### config.mk
export PLATFORM = sky130hd
export DESIGN_NAME = alu_sched
export DESIGN_NICKNAME = d
export VERILOG_FILES = /design/src/rtl/alu_pkg.sv /design/src/rtl/rr_arb2.sv /design/src/rtl/alu_sched.sv
export SDC_FILE = /design/constraint.sdc
export NUM_CORES = 1
export LEC_CHECK = 0
export ABC_AREA = 1
export CORE_AREA = 2 2 71 73
export CTS_CLUSTER_SIZE = 8
export DETAILED_ROUTE_END_ITERATION = 7
export DIE_AREA = 0 0 73 75
export GPL_TIMING_DRIVEN = 1
export PLACE_DENSITY_LB_ADDON = 0.3
export SYNTH_ARGS = -nofsm -noshare
export SYNTH_HDL_FRONTEND = slang
export SYNTH_SLANG_ARGS = --single-unit
### constraint.sdc
create_clock -name clk -period 1.5 [get_ports clk]
set_input_delay 0.375 -clock clk [delete_from_list [all_inputs] [get_ports clk]]
set_output_delay 0.375 -clock clk [all_outputs]
set_load 0.005 [all_outputs]
### src/rtl/alu_pkg.sv
// alu_pkg: opcodes, latency table and FSM states
// shared by the ALU scheduler and its control logic
package alu_pkg;

  localparam logic [2:0] OP_ADD = 3'd0;
  localparam logic [2:0] OP_SUB = 3'd1;
  localparam logic [2:0] OP_MUL = 3'd2;
  localparam logic [2:0] OP_DIV = 3'd3;
  localparam logic [2:0] OP_AND = 3'd4;
  localparam logic [2:0] OP_OR  = 3'd5;
  localparam logic [2:0] OP_XOR = 3'd6;
  localparam logic [2:0] OP_NOT = 3'd7;

  localparam logic [2:0] LAT_ONE = 3'd1;
  localparam logic [2:0] LAT_MUL = 3'd2;
  localparam logic [2:0] LAT_DIV = 3'd4;

  typedef enum logic [1:0] {
    IDLE,
    EXEC,
    DONE
  } state_t;

  // execution cycles the external ALU needs per opcode
  function automatic logic [2:0] lat(
    input logic [2:0] op
  );
    logic [2:0] l;
    l = LAT_ONE;
    unique case (op)
      OP_MUL:  l = LAT_MUL;
      OP_DIV:  l = LAT_DIV;
      default: l = LAT_ONE;
    endcase
    return l;
  endfunction

endpackage

### src/rtl/rr_arb2.sv
// rr_arb2: two-way round-robin arbiter
// tie goes to the requester not granted last
module rr_arb2 (
  input  logic [1:0] valid,
  input  logic       last_grant,
  output logic [1:0] grant
);

  // one-hot grant; sole requester wins, ties alternate
  always_comb begin
    grant = 2'b00;
    unique case (1'b1)
      (valid == 2'b11): grant = last_grant ? 2'b01 : 2'b10;
      (valid == 2'b01): grant = 2'b01;
      (valid == 2'b10): grant = 2'b10;
      default:          grant = 2'b00;
    endcase
  end

endmodule

### src/rtl/alu_sched.sv
// alu_sched: shares one external ALU between two
// requesters, multi-cycle ops, held response
module alu_sched
  import alu_pkg::*;
#(
  parameter int WIDTH = 8
) (
  input  logic             clk,
  input  logic             rst,
  input  logic             req0_valid,
  output logic             req0_ready,
  input  logic [2:0]       req0_op,
  input  logic [WIDTH-1:0] req0_a,
  input  logic [WIDTH-1:0] req0_b,
  input  logic             req1_valid,
  output logic             req1_ready,
  input  logic [2:0]       req1_op,
  input  logic [WIDTH-1:0] req1_a,
  input  logic [WIDTH-1:0] req1_b,
  output logic             rsp_valid,
  input  logic             rsp_ready,
  output logic             rsp_id,
  output logic [WIDTH-1:0] rsp_data,
  output logic [2:0]       alu_op,
  output logic [WIDTH-1:0] alu_a,
  output logic [WIDTH-1:0] alu_b,
  input  logic [WIDTH-1:0] alu_y,
  output logic             busy
);

  state_t           state;
  logic [1:0]       cnt;
  logic             last_grant;
  logic [2:0]       op_q;
  logic [WIDTH-1:0] a_q;
  logic [WIDTH-1:0] b_q;
  logic [WIDTH-1:0] data_q;
  logic             id_q;
  logic [1:0]       grant;
  logic             idle;
  logic             acc0;
  logic             acc1;
  logic [2:0]       op_sel;
  logic [2:0]       lat_m1;

  rr_arb2 u_arb (
    .valid      ({req1_valid, req0_valid}),
    .last_grant (last_grant),
    .grant      (grant)
  );

  assign idle       = (state == IDLE) && !rst;
  assign req0_ready = idle && grant[0];
  assign req1_ready = idle && grant[1];
  assign acc0       = req0_valid && req0_ready;
  assign acc1       = req1_valid && req1_ready;
  assign op_sel     = acc1 ? req1_op : req0_op;
  assign lat_m1     = lat(op_sel) - 3'd1;

  assign rsp_valid = (state == DONE);
  assign busy      = (state != IDLE);
  assign rsp_id    = id_q;
  assign rsp_data  = data_q;
  assign alu_op    = op_q;
  assign alu_a     = a_q;
  assign alu_b     = b_q;

  // accept, count down the ALU latency, hold result
  always_ff @(posedge clk) begin
    if (rst) begin
      state      <= IDLE;
      cnt        <= 2'd0;
      last_grant <= 1'b1;
      op_q       <= OP_ADD;
      a_q        <= '0;
      b_q        <= '0;
      data_q     <= '0;
      id_q       <= 1'b0;
    end else begin
      unique case (state)
        IDLE: begin
          if (acc0 || acc1) begin
            op_q       <= op_sel;
            a_q        <= acc1 ? req1_a : req0_a;
            b_q        <= acc1 ? req1_b : req0_b;
            id_q       <= acc1;
            last_grant <= acc1;
            cnt        <= lat_m1[1:0];
            state      <= EXEC;
          end
        end
        EXEC: begin
          if (cnt != 2'd0) begin
            cnt <= cnt - 2'd1;
          end else begin
            data_q <= alu_y;
            state  <= DONE;
          end
        end
        DONE: begin
          if (rsp_ready) state <= IDLE;
        end
        default: state <= IDLE;
      endcase
    end
  end

endmodule

Word-level counts from Yosys, hierarchy flattened:

Index checks and enable logic that the tools add are counted.

* add/subtract/negate cells: 2
* eq/ne operators: 11
* multiplexer cells: 13
* bitwise logic cells: 1
* reductions and logical operators: 15

Operators with widths (number)
* two-way mux 8 bit: 2
* two-way mux 2 bit: 6
* case mux 2 bit (3 select lines): 2
* case mux 2 bit (2 select lines): 2
* == test 2 bit (second input constant): 3
* == test 3 x 2 -> 1 bit (second input constant): 2
* AND reduction 3 bit: 2
* nonzero test 2 bit: 3
* logical AND 1 bit: 5
* == test 2 x 1 -> 1 bit (second input constant): 2
* inequality test 2 x 1 -> 1 bit (second input constant): 2
* inequality test 2 bit (second input constant): 2
* AND reduction 2 bit: 2
* subtractor 2 x 1 -> 2 bit (second input constant): 2
* two-way mux 3 bit: 1
* logical NOT 2 bit: 1
* logical NOT 1 bit: 1
* logical OR 1 bit: 1
* NOT 1 bit: 1

* register bits: 33
* bits of input ports: 51
* output and inout port bits: 32
* word-level logic and storage cells: 50

Depth between registers and ports, before layout:

Gate-level depths: netlist of the first run.

* depth after elaboration: 10
* mapped depth: 12
* depth with buffers taken out: 12

By module:

A second synthesis of the first run with hierarchy kept.

* cells, all modules: 203
* area, all modules: 1521.5 um2

Modules (own cells, without submodules)
* alu_sched: times used 1, cells an instance 198, area each 1501.4 um2, sequential area each 660.6 um2
* rr_arb2: times used 1, cells an instance 5, area each 20.0 um2, sequential area each 0.0 um2

Worst setup path after synthesis of the first run:

OpenSTA, ideal clock, no wires.

* path kind: register -> register
* start point: reg state[0]
* end point: reg op_q[2], in the netlist alu_op[2]
* setup time: 113 ps
* data arrival time: 1282 ps
* data required time: 1387 ps
* setup slack: 105 ps
* cell stages (with the launch flop): 13
* path buffers: 2
* period minus slack after synthesis: 1395 ps
* cells stage by stage: dfxtp_1 > inv_2 > nand2_2 > nor2_4 > nand2_2 > a21oi_4 > nor2_4 > inv_2 > buf_6 > buf_8 > nand2_2 > o211ai_2 > inv_2

* cells in the longest elaborated chain, start to end: 6
* elaborated cells on any way between the ends: 9
* those cells by class: mux (1); reduce/logical (8)

Ends and longest elaborated chain
* start: declaration: RTL line alu_sched.sv:31 `state_t state;`
* start signal: assignment: RTL line alu_sched.sv:71 `state <= IDLE;`
* start signal: assignment: RTL line alu_sched.sv:89 `state <= EXEC;`
* start signal: assignment: RTL line alu_sched.sv:97 `state <= DONE;`
* logical NOT 2 bit: RTL line alu_sched.sv:52 `assign idle = (state == IDLE) && !rst;`
* logical AND 1 bit: RTL line alu_sched.sv:52
* logical AND 1 bit: RTL line alu_sched.sv:53 `assign req0_ready = idle && grant[0];`
* via req0_ready: RTL line alu_sched.sv:11 `output logic req0_ready,`
* logical AND 1 bit: RTL line alu_sched.sv:55 `assign acc0 = req0_valid && req0_ready;`
* logical OR 1 bit: RTL line alu_sched.sv:82 `if (acc0 || acc1) begin`
* AND reduction 2 bit (no line)
* end signal: assignment: RTL line alu_sched.sv:83 `op_q <= op_sel;`
* end: declaration: RTL line alu_sched.sv:34 `logic [2:0] op_q;`

The timed path passes the listed nets, and every way through them passes these cells.
A chain may end at the register's enable or synchronous reset.

Worst setup path in the final report of the first run:

* start point: reg state[1]
* end point: out req0_ready

* cells in the longest elaborated chain, start to end: 3

Ends and longest elaborated chain (RTL line)
* logical NOT 2 bit: alu_sched.sv:52
* logical AND 1 bit: alu_sched.sv:52
* logical AND 1 bit: alu_sched.sv:53
* end: declaration: alu_sched.sv:11

Every way passes these cells.

==> impl_metrics.env, run 1 <==
export IMPL_finalNetCount=366
export IMPL_avgSynthCellArea_um2=7.811
export IMPL_combPwrFrac=0.339
export IMPL_r2r_cells=12
export IMPL_cp_arrival_ns=1.22
export IMPL_p_int_mw=1.808
export IMPL_die_h_um=75
export IMPL_insertedDiodeCount=0
export IMPL_ir_drop_uv=415.7
export IMPL_finalHoldViolations=0
export IMPL_syn_to_final_growth_pct=86.20
export IMPL_rows=25
export IMPL_path_common_cell="nand2_4"
export IMPL_status="complete, but fails checks"
export IMPL_ys_seq_elements=33
export IMPL_clock_path_buffers=2
export IMPL_cts_root_buffer_cell="clkbuf_8"
export IMPL_crit_chain="inv_2 -> nand2_4 -> nor2_4 -> buf_6 -> nand2_4 -> a21oi_4 -> buf_2"
export IMPL_cts_tree="yes"
export IMPL_track_usage=0.1723
export IMPL_sw_frac_of_total=0.2741
export IMPL_final_setup_viol_count=23
export IMPL_grt_pass1_vias=1577
export IMPL_cpPeakStageDelay_ns=0.32
export IMPL_place_hpwl_mm=3.026
export IMPL_leakagePower_nw=1.644
export IMPL_port_buffers=82
export IMPL_place_inst=344
export IMPL_drtIter0Drc=92
export IMPL_ant_nets=0
export IMPL_timing_critical_path_max_delay_family="flip-flops"
export IMPL_layout_area_seq_um2=668.1
export IMPL_final_setup_worst_slack_ns=-0.09997
export IMPL_end_kind="output port"
export IMPL_multiInputGateArea_um2=838.3
export IMPL_drtPass1Iterations=4
export IMPL_fillCellCount=395
export IMPL_cp_max_fo=2
export IMPL_finalClockSkew_ns=0.003667
export IMPL_ys_seq_area_frac=0.4187
export IMPL_gp_congestion=0.7894
export IMPL_synth_top_area_share=0.4187
export IMPL_p_clk_frac=0.250
export IMPL_start_util=0.3385
export IMPL_avgViaCountPerCell=4.770
export IMPL_syn_num_nets=253
export IMPL_syn_area_um2=1578
export IMPL_routed_wl_mm=4.632
export IMPL_die_width_um=73
export IMPL_pwr_share_seq=0.410
export IMPL_ys_types=24
export IMPL_wl_per_cell_um=12.52
export IMPL_cts_buffers=5
export IMPL_htreeDepth=2
export IMPL_hold_class="reg -> reg"
export IMPL_net_switching_power_mw=0.6827
export IMPL_synth_largest_area_cell="dfxtp_1"
export IMPL_synth_most_common_cell="nand2_1"
export IMPL_synthArstFlopShare=0
export IMPL_grt_pass1_wl_mm=7.217
export IMPL_tightest_slew_ns=0.2039
export IMPL_fin_util=0.6303
export IMPL_min_delay_path_depth=1
export IMPL_cp_required_ns=1.12
export IMPL_drv_cap=0
export IMPL_fmax_ghz=0.6250
export IMPL_overflow=0
export IMPL_antenna_found_initial=0
export IMPL_power_density_nw_per_um2=847.9
export IMPL_post_route_min_period_ns=1.600
export IMPL_vias=1765
export IMPL_slew_headroom=0.8641
export IMPL_core_um2=4661
export IMPL_period_share=1.067
export IMPL_drive_gt1_frac=0.2595
export IMPL_cp_start_kind="register"
export IMPL_fin_cells=370
export IMPL_drcViolationCount=0
export IMPL_die_area_um2=5475
export IMPL_yosys_warnings=0
export IMPL_cts_hold_buf=0
export IMPL_cts_sinks=33
export IMPL_synth_edf_count=0
export IMPL_ys_flop_type="dfxtp_1"
export IMPL_syn_inst=202
export IMPL_clk_pin_slew_worst_paths_ns=0.06
export IMPL_critPathSlowestCell="dfxtp_2"
export IMPL_cp_num_cells=7
export IMPL_ios=83
export IMPL_worstSetupPathType="reg -> out"
export IMPL_place_area_um2=2537
export IMPL_drv_slew=0
export IMPL_rsz0062_at_grt="true"
export IMPL_synth_area_leaders="dfxtp_1 42%, nand2_1 13%, o211a_1 10%, nand3_1 6.3%, nor2_1 5.2%"
export IMPL_critPathBufInv=3
export IMPL_synth_commonest_cells="54 x nand2_1, 33 x dfxtp_1, 22 x nor2_1"
export IMPL_design_area_um2=2938
export IMPL_grt_max_degree=24
export IMPL_violations="negative setup slack"
export IMPL_clock_latency_ns=0.28
-- power by group through the flow --
stage	clock network (mW)	logic (mW)	registers [mW]
after floorplan	0	0.296	1.04
after detailed placement	0	0.707	1.04
final	0.624	0.846	1.02
after global placement	0	0.702	1.04
after global routing	0.688	0.920	1.03
after CTS	0.652	0.812	1.02
-- sequential cells by signal, summed over array words and instances, names as in the netlist --
| register | flops |
|---|---|
| rsp_id | 1 |
| rsp_data | 8 |
| last_grant | 1 |
| alu_b | 8 |
| alu_a | 8 |
| state | 2 |
| alu_op | 3 |
| cnt | 2 |
-- cells by family (layout without fill, tap and decap cells) --
| logic type | after synthesis | after routing | share of synthesized area |
|---|---|---|---|
| compound gates | 35 | 35 | 0.1943 |
| buf+inv | 29 | 143 | 0.09358 |
| flops | 33 | 33 | 0.4187 |
| simple gates | 105 | 105 | 0.2934 |
-- worst register-to-register path, stage by stage (launching register included) --
cell and delay, ns:
dfxtp_2 0.33, inv_2 0.05, nand2_4 0.07, nor2_4 0.04
buf_4 0.14, nand2_4 0.08, inv_4 0.04, buf_6 0.11
nor2_4 0.11, inv_4 0.06, buf_6 0.13, buf_16 0.13
o211a_1 0.21
-- cell type report --
class	instances	area share
timing repair buffer	115	0.4063
clock buffer	8	0.02726
inverter	19	0.02811
timing repair inverter	1	0.002555
multi-input combinational	140	0.2853
sequential	33	0.2274
tap	54	0.02300
-- layout by cell type, fill, tap and decap left out, drive strengths merged, types with 4 or more instances in the layout --
master / count
o211a: 16
dlygate4sd2: 19
a21oi: 5
o211ai: 4
buf: 36
inv: 18
nand3: 20
clkbuf: 8
nor2: 25
clkdlybuf4s50: 48
dlymetal6s2s: 12
o21ai: 10
nand2: 58
dfxtp: 33
-- metrics by stage --
stage / hold slack [ns] / setup TNS [ns] / total power, mW / setup WS, ns
5_1_grt: 0.4976 / -3.960 / 2.641 / -0.1691
3_5_place_dp: 0.4734 / -12.73 / 1.746 / -0.6504
6_report: 0.4790 / -1.650 / 2.491 / -0.09997
3_3_place_gp: 0.4634 / -12.37 / 1.738 / -0.6473
2_1_floorplan: 0.4441 / 0 / 1.341 / 0.1051
4_1_cts: 0.4834 / -1.846 / 2.485 / -0.1281
-- routing by layer --
layer  wire length [µm]  track usage  vias up  part of all wire
met5                  0            0        -                 0
met4                 78      0.07407        0             0.017
met3                315      0.04685        7             0.068
met2               2308       0.2873       65              0.50
met1               1929       0.2094      805              0.42
li1                   -            -      888                 -
-- what timing repair did --
| action | CTS | global route |
|---|---|---|
| buffers inserted | 9 | 4 |
| setup endpoints to repair | 43 | 43 |
| pin swaps | 4 | 4 |
| gates resized for setup | 50 | 34 |
| gates cloned | 4 | 1 |
-- final timing paths --
check	start	end	slack [ns]
max	state[1]	req0_ready	-0.1
min	alu_b[3]	alu_b[3]	0.48
max reg2reg	state[1]	alu_b[3]	-0.1
min reg2reg	alu_b[3]	alu_b[3]	0.48
(Power assumes the default switching activity.)
==> run 2: changes to the inputs <==
--- a/config.mk
+++ b/config.mk
@@ -6,12 +6,13 @@
 export NUM_CORES = 1
 export LEC_CHECK = 0
 export ABC_AREA = 1
-export CORE_AREA = 2 2 71 73
+export CORE_AREA = 2 2 69 71
 export CTS_CLUSTER_SIZE = 8
 export DETAILED_ROUTE_END_ITERATION = 7
-export DIE_AREA = 0 0 73 75
+export DIE_AREA = 0 0 71 73
 export GPL_TIMING_DRIVEN = 1
 export PLACE_DENSITY_LB_ADDON = 0.3
 export SYNTH_ARGS = -nofsm -noshare
 export SYNTH_HDL_FRONTEND = slang
+export SYNTH_HIERARCHICAL = 1
 export SYNTH_SLANG_ARGS = --single-unit
==> impl_metrics.env, run 2 <==
export IMPL_grt_pass1_wl_mm=7.438
export IMPL_synthArstFlopShare=0
export IMPL_synth_top_family_by_area="simple AND/OR/NAND/NOR gates"
export IMPL_cts_buffers=5
export IMPL_fillCellCount=397
export IMPL_finalHoldViolations=0
export IMPL_combPwrFrac=0.295
export IMPL_ir_drop_uv=504.9
export IMPL_synth_commonest_cells="49 x nand2_1, 33 x dfxtp_1, 27 x o21ai_0"
export IMPL_syn_to_final_growth_pct=95.31
export IMPL_period_share=1.048
export IMPL_final_setup_worst_slack_ns=-0.07131
export IMPL_cp_start_kind="register"
export IMPL_die_area_um2=5183
export IMPL_tns_ns=-0.2128
export IMPL_synth_largest_area_cell="dfxtp_1"
export IMPL_drv_cap=0
export IMPL_start_util=0.3354
export IMPL_ant_nets=0
export IMPL_sw_frac_of_total=0.2743
export IMPL_cts_tree="yes"
export IMPL_htreeDepth=2
export IMPL_routed_wl_mm=5.290
export IMPL_rows=25
export IMPL_vias=1799
export IMPL_slew_headroom=0.8620
export IMPL_fmax_ghz=0.6364
export IMPL_synth_top_area_share=0.4342
export IMPL_core_um2=4536
export IMPL_p_int_mw=1.740
export IMPL_leakagePower_nw=1.607
export IMPL_port_buffers=82
export IMPL_fin_cells=373
export IMPL_drv_slew=0
export IMPL_die_width_um=71
export IMPL_pwr_share_seq=0.423
export IMPL_synthMuxAreaShare=0
export IMPL_p_clk_frac=0.282
export IMPL_synth_xor_area_share=0
export IMPL_wl_per_cell_um=14.18
export IMPL_synth_edf_count=0
export IMPL_place_inst=349
export IMPL_drive_gt1_frac=0.3354
export IMPL_cp_max_fo=7
export IMPL_worstSetupPathType="reg -> reg"
export IMPL_final_setup_viol_count=4
export IMPL_ios=83
export IMPL_overflow=0
export IMPL_cts_hold_buf=0
export IMPL_clock_path_buffers=2
export IMPL_drtPass1Iterations=4
export IMPL_yosys_area_share_simple=0.2837
export IMPL_yosys_warnings=6
export IMPL_cts_root_buffer_cell="clkbuf_8"
export IMPL_finalClockSkew_ns=0.003598
export IMPL_grt_pass1_vias=1645
export IMPL_clk_pin_slew_worst_paths_ns=0.07
export IMPL_gp_congestion=0.8243
export IMPL_post_route_min_period_ns=1.571
export IMPL_power_density_nw_per_um2=807.1
export IMPL_insertedDiodeCount=0
export IMPL_synth_most_common_cell="nand2_1"
export IMPL_clock_latency_ns=0.28
export IMPL_ys_seq_area_frac=0.4342
export IMPL_fin_util=0.6552
export IMPL_drtIter0Drc=86
export IMPL_rsz0062_at_grt="true"
export IMPL_power_total_mw=2.398
export IMPL_final_cell_mix="47 x clkdlybuf4s50_1, 44 x nand2_1, 26 x buf_4, 23 x nor2_1"
export IMPL_tightest_slew_ns=0.2066
export IMPL_track_usage=0.1859
export IMPL_status="complete, but fails checks"
export IMPL_place_hpwl_mm=3.273
export IMPL_syn_inst=203
export IMPL_cp_arrival_ns=1.75
export IMPL_end_kind="register"
export IMPL_ys_seq_elements=33
export IMPL_avgSynthCellArea_um2=7.495
export IMPL_cp_required_ns=1.68
export IMPL_finalNetCount=370
export IMPL_drcViolationCount=0
export IMPL_layout_commonest_cell="clkdlybuf4s50_1"
export IMPL_hold_class="reg -> reg"
export IMPL_cts_sinks=33
export IMPL_grt_max_degree=39
export IMPL_ys_types=27
export IMPL_syn_num_nets=254
export IMPL_synth_area_leaders="dfxtp_1 43%, nand2_1 12%, o21ai_0 8.9%, a31oi_1 7.0%, nor2_1 6.4%"
export IMPL_avgViaCountPerCell=4.823
export IMPL_synthAdderAreaFrac=0
export IMPL_die_h_um=73
export IMPL_syn_area_um2=1521
export IMPL_ys_flop_type="dfxtp_1"
export IMPL_violations="negative setup slack"
export IMPL_antenna_found_initial=0
export IMPL_synth_compound_area_frac=0.1891
export IMPL_net_switching_power_mw=0.6580
[run 2: cell types whose count changed after synthesis, moves of 4 or more]
| cell | delta |
|---|---|
| o21ai_0 | +18 |
| nand2_1 | -5 |
| nor2_1 | +4 |
| a31oi_1 | +17 |
| o211a_1 | -16 |
| nand3_1 | -17 |
[run 2: layout make-up]
class | count | area (µm²) | area share
timing repair buffer | 120 | 1232 | 0.4147
sequential | 33 | 678.2 | 0.2282
clock buffer | 7 | 86.33 | 0.02905
multi-input combinational | 143 | 845.8 | 0.2846
inverter | 16 | 61.31 | 0.02063
tap | 54 | 67.56 | 0.02274
[run 2: repair_timing]
item / CTS / global route
cloned: 0 / 4
pin swaps: 7 / 10
buffers inserted: 8 / 5
endpoints found under the setup margin: 46 / 52
gates resized for setup: 38 / 82
[run 2: worst paths after layout]
| kind | startpoint | cells past startpoint | slack (ns) | to |
|---|---|---|---|---|
| max | last_grant | 12 | -0.07 | cnt[1] |
| min | alu_b[1] | 2 | 0.50 | alu_b[1] |
| max reg2reg | last_grant | 12 | -0.07 | cnt[1] |
| min reg2reg | alu_b[1] | 2 | 0.50 | alu_b[1] |
[run 2: power by group through the flow]
stage | logic (mW) | registers [mW] | clock network, mW
6_report | 0.708 | 1.02 | 0.676
5_1_grt | 0.764 | 1.03 | 0.735
4_1_cts | 0.609 | 0.999 | 0.696
3_5_place_dp | 0.583 | 1.02 | 0
3_3_place_gp | 0.579 | 1.02 | 0
2_1_floorplan | 0.228 | 1.02 | 0
[run 2: kinds of logic (layout without fill, tap and decap cells)]
family | count (synthesis) | after routing
buffers and inverters | 27 | 143
and+or+nand+nor | 92 | 92
DFF | 33 | 33
AOI/OAI and AO/OA | 51 | 51
[run 2: metrics by stage]
stage          setup slack [ns]  area [µm²]  hold WS [ns]
2_1_floorplan           0.04457        1525        0.4441
3_3_place_gp            -0.6315        2502        0.4722
3_5_place_dp            -0.6619        2502        0.4840
4_1_cts                -0.09574        2680        0.4944
5_1_grt                 -0.1708        2972        0.5221
6_report               -0.07131        2972        0.5024
[run 2: critical path: stages, from the launching register on]
cell and delay (ns):
dfxtp_2 0.33, a21oi_2 0.16, buf_4 0.14, nand4_4 0.12, buf_6 0.16, nand2_4 0.06, nand3_4 0.07, nor2_4 0.12
nand2_2 0.06, nand2_1 0.06, nand2_1 0.05, nor2_1 0.09, nor2_1 0.05
[run 2: layer usage]
layer	GRT usage	vias up	share of wire
met5	0	-	0
met4	0.06289	0	0.014
met3	0.07459	8	0.077
met2	0.3094	74	0.50
met1	0.2188	821	0.41
li1	-	896	-
